File: config.mk
export PLATFORM = sky130hd
export DESIGN_NAME = rtc_timekeeper
export DESIGN_NICKNAME = d
export VERILOG_FILES = /design/src/rtl/rtc_pkg.sv /design/src/rtl/pulse_sync_edge.sv /design/src/rtl/rtc_timekeeper.sv
export SDC_FILE = /design/constraint.sdc
export NUM_CORES = 1
export LEC_CHECK = 0
export CAP_MARGIN = 0
export CORE_MARGIN = 2
export CORE_UTILIZATION = 60
export DETAILED_ROUTE_END_ITERATION = 12
export DONT_BUFFER_PORTS = 1
export PLACE_DENSITY = 0.76
export REMOVE_ABC_BUFFERS = 1
export SLEW_MARGIN = 20
export SYNTH_ARGS = -nofsm -noshare
export SYNTH_HDL_FRONTEND = slang
export SYNTH_SLANG_ARGS = --single-unit
File: constraint.sdc
create_clock -name clk_100MHz_i -period 4.2 [get_ports clk_100MHz_i]
set_input_delay 0.42 -clock clk_100MHz_i [delete_from_list [all_inputs] [get_ports clk_100MHz_i]]
set_output_delay 0.42 -clock clk_100MHz_i [all_outputs]
set_load 0.01 [all_outputs]
File: src/rtl/rtc_pkg.sv
// Purpose: shared time-field widths, limits, time struct and 12 h mapping for the RTC.
// Latency: n/a (types, constants and a combinational helper only).
// Backpressure: n/a.
package rtc_pkg;

   localparam int SEC_W  = 6;
   localparam int MIN_W  = 6;
   localparam int HOUR_W = 5;

   localparam logic [SEC_W-1:0]  SEC_MAX  = 6'd59;
   localparam logic [MIN_W-1:0]  MIN_MAX  = 6'd59;
   localparam logic [HOUR_W-1:0] HOUR_MAX = 5'd23;

   typedef struct packed {
      logic [HOUR_W-1:0] hour;
      logic [MIN_W-1:0]  min;
      logic [SEC_W-1:0]  sec;
   } rtc_time_t;

   // 24 h value to 12 h clock face: midnight and noon both read 12.
   function automatic logic [HOUR_W-1:0] to_12h(input logic [HOUR_W-1:0] h);
      if (h == 5'd0) begin
         return 5'd12;
      end else if (h > 5'd12) begin
         return h - 5'd12;
      end else begin
         return h;
      end
   endfunction

endpackage

File: src/rtl/pulse_sync_edge.sv
// Purpose: synchronise an asynchronous level and emit a 1-cycle pulse on each rising edge.
// Latency: rise_o is high STAGES clocks after the input is first sampled high.
// Backpressure: none; edges closer together than the synchroniser can resolve may merge.
module pulse_sync_edge #(
   parameter int STAGES = 2
) (
   input  logic clk_100MHz_i,
   input  logic reset_i,
   input  logic pulse_i,
   output logic rise_o
);

   logic [STAGES-1:0] sync_q;
   logic              edge_q;

   // Flops reset high so a level already high at reset release is not seen as an edge.
   always_ff @(posedge clk_100MHz_i or negedge reset_i) begin
      if (!reset_i) begin
         sync_q <= '1;
         edge_q <= 1'b1;
      end else begin
         sync_q <= {sync_q[STAGES-2:0], pulse_i};
         edge_q <= sync_q[STAGES-1];
      end
   end

   assign rise_o = sync_q[STAGES-1] & ~edge_q;

endmodule

File: src/rtl/rtc_timekeeper.sv
// Purpose: time-of-day + day counter with set handshake, 12/24 h display, carries; alarm when RTC_ALARM_EN is defined.
// Latency: second edge to update SYNC_STAGES+1 clocks; accepted set visible 1 clock after accept.
// Backpressure: set_ready_o drops for one cycle after every accepted set; a set wins over a same-cycle tick.
module rtc_timekeeper
   import rtc_pkg::*;
#(
   parameter int DAY_W       = 16,
   parameter int SYNC_STAGES = 2
) (
   input  logic              clk_100MHz_i,
   input  logic              reset_i,
   input  logic              seconds_pulse_i,
   input  logic              run_i,
   input  logic              mode_12h_i,
   input  logic              set_valid_i,
   output logic              set_ready_o,
   input  logic [SEC_W-1:0]  set_sec_i,
   input  logic [MIN_W-1:0]  set_min_i,
   input  logic [HOUR_W-1:0] set_hour_i,
   output logic              set_error_o,
`ifdef RTC_ALARM_EN
   input  logic [HOUR_W-1:0] alarm_hour_i,
   input  logic [MIN_W-1:0]  alarm_min_i,
   input  logic              alarm_arm_i,
   input  logic              alarm_clear_i,
   output logic              alarm_o,
`endif
   output logic [SEC_W-1:0]  seconds_o,
   output logic [MIN_W-1:0]  minutes_o,
   output logic [HOUR_W-1:0] hours_o,
   output logic [HOUR_W-1:0] disp_hours_o,
   output logic              pm_o,
   output logic [DAY_W-1:0]  days_o,
   output logic              tick_o,
   output logic              min_carry_o,
   output logic              day_carry_o
);

   localparam logic [0:0] ST_READY = 1'b0;
   localparam logic [0:0] ST_ACK   = 1'b1;

   logic [0:0]       state_q;
   rtc_time_t        time_q;
   rtc_time_t        time_inc;
   rtc_time_t        set_time;
   logic [DAY_W-1:0] days_q;
   logic             mode_q;
   logic             init_q;
   logic             rise;
   logic             accept;
   logic             set_ok;
   logic             tick_apply;
   logic             sec_wrap;
   logic             min_wrap;
   logic             hour_wrap;

   pulse_sync_edge #(.STAGES(SYNC_STAGES)) u_sync (
      .clk_100MHz_i (clk_100MHz_i),
      .reset_i      (reset_i),
      .pulse_i      (seconds_pulse_i),
      .rise_o       (rise)
   );

   assign set_ready_o = (state_q == ST_READY);
   assign accept      = set_valid_i & set_ready_o;
   assign set_ok      = (set_sec_i <= SEC_MAX) && (set_min_i <= MIN_MAX) && (set_hour_i <= HOUR_MAX);
   assign set_time    = '{hour: set_hour_i, min: set_min_i, sec: set_sec_i};
   // A set in the same cycle as a tick takes priority and swallows the tick.
   assign tick_apply  = rise & run_i & ~accept;

   assign sec_wrap  = (time_q.sec == SEC_MAX);
   assign min_wrap  = sec_wrap & (time_q.min == MIN_MAX);
   assign hour_wrap = min_wrap & (time_q.hour == HOUR_MAX);

   // Time one second ahead of the current value, with cascaded wraps.
   always_comb begin
      time_inc      = time_q;
      time_inc.sec  = sec_wrap  ? '0 : time_q.sec + 6'd1;
      time_inc.min  = min_wrap  ? '0 : (sec_wrap ? time_q.min + 6'd1 : time_q.min);
      time_inc.hour = hour_wrap ? '0 : (min_wrap ? time_q.hour + 5'd1 : time_q.hour);
   end

   // Set-channel FSM; resetting into ACK keeps ready low through reset and its first clock.
   always_ff @(posedge clk_100MHz_i or negedge reset_i) begin
      if (!reset_i) begin
         state_q <= ST_ACK;
      end else if (state_q == ST_ACK) begin
         state_q <= ST_READY;
      end else if (accept) begin
         state_q <= ST_ACK;
      end
   end

   // Time, day counter and the registered strobes.
   always_ff @(posedge clk_100MHz_i or negedge reset_i) begin
      if (!reset_i) begin
         time_q      <= '0;
         days_q      <= '0;
         tick_o      <= 1'b0;
         min_carry_o <= 1'b0;
         day_carry_o <= 1'b0;
         set_error_o <= 1'b0;
      end else begin
         tick_o      <= tick_apply;
         min_carry_o <= tick_apply & sec_wrap;
         day_carry_o <= tick_apply & hour_wrap;
         set_error_o <= accept & ~set_ok;
         if (accept) begin
            if (set_ok) begin
               time_q <= set_time;
            end
         end else if (tick_apply) begin
            time_q <= time_inc;
            if (hour_wrap) begin
               days_q <= days_q + DAY_W'(1);
            end
         end
      end
   end

   // Display mode is registered; until the first clock after reset the live input is shown.
   always_ff @(posedge clk_100MHz_i or negedge reset_i) begin
      if (!reset_i) begin
         mode_q <= 1'b0;
         init_q <= 1'b0;
      end else begin
         mode_q <= mode_12h_i;
         init_q <= 1'b1;
      end
   end

   assign seconds_o    = time_q.sec;
   assign minutes_o    = time_q.min;
   assign hours_o      = time_q.hour;
   assign days_o       = days_q;
   assign pm_o         = (time_q.hour >= 5'd12);
   assign disp_hours_o = (init_q ? mode_q : mode_12h_i) ? to_12h(time_q.hour) : time_q.hour;

`ifdef RTC_ALARM_EN
   // Sticky alarm: only a counted tick landing on hh:mm:00 sets it; a match beats a clear.
   always_ff @(posedge clk_100MHz_i or negedge reset_i) begin
      if (!reset_i) begin
         alarm_o <= 1'b0;
      end else if (tick_apply && alarm_arm_i && sec_wrap &&
                   (time_inc.hour == alarm_hour_i) && (time_inc.min == alarm_min_i)) begin
         alarm_o <= 1'b1;
      end else if (alarm_clear_i) begin
         alarm_o <= 1'b0;
      end
   end
`endif

endmodule

==> out/results.env <==
OUTCOME='complete, no violations'
POST_SYNTH.CELL_AREA_AVG_SQ_UM=10.0
WL_PER_CELL_UM=18.2
CLOCK_TREE_FROM_TRITONCTS='done'
SWITCHING_POWER_uW=468
POST_SYNTH_INSTANCE_AREA_SQ_UM=2340
SYNTH_CELL_TYPE_COUNT=50
LAYOUT.CELLS.MOST_COMMON='dfrtp_1'
CPMAXSTAGEDELAYCELL='o21ai_1'
CTS_ROOT_BUFFER='clkbuf_8'
DR_TOTAL_VIAS=1813
RR_WORST_DEPTH=7
POST_CTS.REPAIR.SETUP_BUFFERS=0
FINAL.SETUP.TNS_NS=0
CLOCK_TREE.BUFFER_DEPTH=2
SYNTH.FF_LATCH_COUNT=43
GRT_PASS1_WL_UM=8620
CRITICAL-PATH-TOP-DELAY-FAMILY='compound AO/OA/AOI/OAI gates'
DESIGN.FINAL.NETS=267
IO_PINS=67
CLK_TRANSITION_REPORTED_PATHS_NS=0.08
DETAILEDROUTE.FIRSTPASSITERATIONCOUNT=4
MOSTFREQUENTLAYOUTCELLS='39 x dfrtp_1, 30 x nand2_1, 16 x nand3_1'
SETUP_VIOL_COUNT_FINAL=0
ANTENNA_VIOLATIONS_BEFORE_REPAIR=0
DRT_WL_TOTAL_UM=5190
POWER.DENSITY_CELL_AREA_nW_PER_UM2=483
CLOCK_LATENCY_NS=0.30
CTS_INSERTED_BUFFERS=5
DIE_AREA_SQ_UM=4410
DIEHEIGHT_UM=66.4
CP_NUM_BUF_INV=2
ANTENNA-DIODE-COUNT=0
WORST-PATH-STAGES=7
MIN_DELAY_PATH_DEPTH=0
PLACEMENTROWS=22
GRT_START_MAX_NET_PINS=44
WORSTMARGINPINSLEW_NS=0.771
WORST_SLEW_MARGIN_REL=0.482
DRC=0
PWR-SHARE-CLK=0.230
HOLD_VIOL=0
POST-DP-HPWL_UM=3800
SYNTH_SEQ_AREA_SHARE=0.463
DRIVE_ABOVE_1_SHARE=0.118
PLACE.PORT_BUFFERS=0
INITIAL_UTILIZATION=0.633
NUM-FILL-CELLS=286
CRITPATHMAXSTAGEDELAY_NS=0.70
DRT.ANTENNA.VIOLATING_NETS=0
P_SW_FRAC=0.388
CRITICAL-PATH-TOP-CELL-BY-COUNT='inv_2'
PATH_CLASS='reg2reg'
CP.ARRIVAL_NS=3.14
SYN2LAYOUT_AREA_GROWTH_PCT=6.75
WORSTPATHCELLLIST='inv_2, nand2_2, inv_2, or3_1, o21ai_1, o21ai_0, a22o_1'
GP_CONGESTION=0.820
WORST_HOLD_CHECK_SLACK_NS=0.107
IR_DROP_uV=239
GLOBALROUTETOTALUTIL=0.262
CP_MAX_FO=30
H-TREE-DEPTH=2
DIEWIDTH_UM=66.4
DR.FIRST_ITER.DRC_COUNT=111
WORST_SETUP_PATH_END_KIND='register'
FLOP_PWR_SHARE=0.516
RSZ0062_AT_GRT='false'
YS_ASYNC_SR_FRACTION=1.00
GRT.OVERFLOW.TOTAL=0
CLKSINKCOUNT=43
NUMBER_OF_FLOPS_MAPPED_TO_ENABLE_CELLS_BY_YOSYS=0
FINAL_MIN_PERIOD_OVER_CLOCK_PERIOD=0.702
PWR-SHARE-COMB=0.254
NETLIST_INSTANCES=233
CORE_REGION_AREA_SQ_UM=3690
MAXSLEWVIOLCOUNT=0
MAX-CAP-VIOLATIONS=0
SYNTHFLOPTYPE='dfrtp_1'
CRIT_REQUIRED_NS=4.39
PERIOD_MINUS_SLACK_NS=2.95
INTERNAL_POWER_uW=737
WORSTHOLDPATHTYPE='in2reg'
POSTCTSRESIZEDCELLS=0
POWER.STATIC_LEAKAGE_nW=1.12
CTS.HOLD.BUFFERS_ADDED=2
CLOCK-SKEW-FINAL_NS=0.0107
TIMING.FMAX_MHz=339
VIA_COUNT_OF_THE_FIRST_GLOBAL_ROUTING_PASS=1795
DRT-VIAS-PER-INSTANCE=6.36
YOSYS_WARNINGS=0
CRITPATHLAUNCHTYPE='register'
## synth_stat cells (2+ instances only)
cell type,instances,share of area
o221ai_1,2,0.0075
a22oi_1,3,0.0096
nand4_1,8,0.021
and4b_1,2,0.0086
a22o_1,5,0.019
inv_1,8,0.013
a31oi_1,4,0.011
nand2_1,30,0.048
clkbuf_1,4,0.0064
dfrtp_1,39,0.42
nor2_1,15,0.024
a2bb2oi_1,2,0.0075
nor3_2,3,0.013
nand2b_1,2,0.0054
dfstp_2,4,0.045
or3_1,2,0.0054
xor2_1,6,0.022
o31ai_1,3,0.0096
o211ai_1,3,0.0096
xnor2_1,10,0.037
a21oi_1,5,0.011
o21ai_1,2,0.0043
and3_1,7,0.019
o21ai_0,11,0.024
inv_2,2,0.0032
ha_1,8,0.043
nand3_1,16,0.034
nor3_1,3,0.0064
o2bb2ai_1,3,0.011
## per-layer routing
layer | global-route usage | up-vias | part of all wire
li1 | - | 849 | -
met1 | 0.305 | 889 | 0.39
met2 | 0.455 | 65 | 0.52
met3 | 0.0750 | 10 | 0.070
met4 | 0.0944 | 0 | 0.019
met5 | 0 | - | 0
## power groups by stage
stage	registers, mW	logic [mW]	clock network [mW]
after floorplan	0.595	0.242	0
after global placement	0.621	0.280	0
after detailed placement	0.628	0.291	0
after CTS	0.620	0.305	0.284
after global routing	0.634	0.344	0.303
final	0.622	0.306	0.277
## final cells by class
cell class	count	area, sq um	area share
Clock buffer	6	82.6	0.0331
Inverter	10	37.5	0.0151
Sequential cell	43	1080	0.434
Timing Repair Buffer	2	30.0	0.0120
Tap cell	48	60.1	0.0241
Multi-Input combinational cell	174	1190	0.476
Clock inverter	2	16.3	0.00652
## kinds of logic (layout without fill, tap and decap cells)
| family | Yosys count | after routing | synth area share |
|---|---|---|---|
| AO/OA/AOI/OAI | 49 | 49 | 0.156 |
| flip-flops | 43 | 43 | 0.463 |
| multiplexers | 2 | 2 | 0.00911 |
| adder cells (fa/ha/maj) | 8 | 8 | 0.0429 |
| other | 1 | 1 | 0.00161 |
| AND/OR/NAND/NOR | 98 | 98 | 0.238 |
| XOR/XNOR | 16 | 16 | 0.0600 |
| buffers and inverters | 16 | 20 | 0.0295 |
## flip-flops by register name, indices dropped and copies added (netlist names)
register       count
day_carry_o        1
seconds_o          6
set_error_o        1
state_q            1
tick_o             1
mode_q             1
minutes_o          6
hours_o            5
min_carry_o        1
init_q             1
days_o            16
u_sync.sync_q      2
u_sync.edge_q      1
## path summary, 6_finish.rpt
kind	slack [ns]	from	endpoint
max	1.25	state_q	minutes_o[3]
min	0.11	seconds_pulse_i	u_sync.sync_q[0]
max reg2reg	1.25	state_q	minutes_o[3]
min reg2reg	0.36	u_sync.sync_q[0]	u_sync.sync_q[1]
max in group asynchronous	3.32	reset_i	u_sync.sync_q[1]
min in group asynchronous	0.61	reset_i	days_o[15]
## per-stage QoR
step,std cells,cell area (sq um),setup WS [ns],utilization,total power [mW]
after floorplan,227,2300,1.75,-,0.837
after global placement,275,2360,1.50,0.641,0.901
after detailed placement,275,2360,1.27,0.641,0.919
after CTS,285,2490,1.26,0.676,1.21
after global routing,285,2490,0.990,0.676,1.28
final,285,2490,1.25,0.676,1.20
No activity file was read; power rests on OpenSTA's default activity.
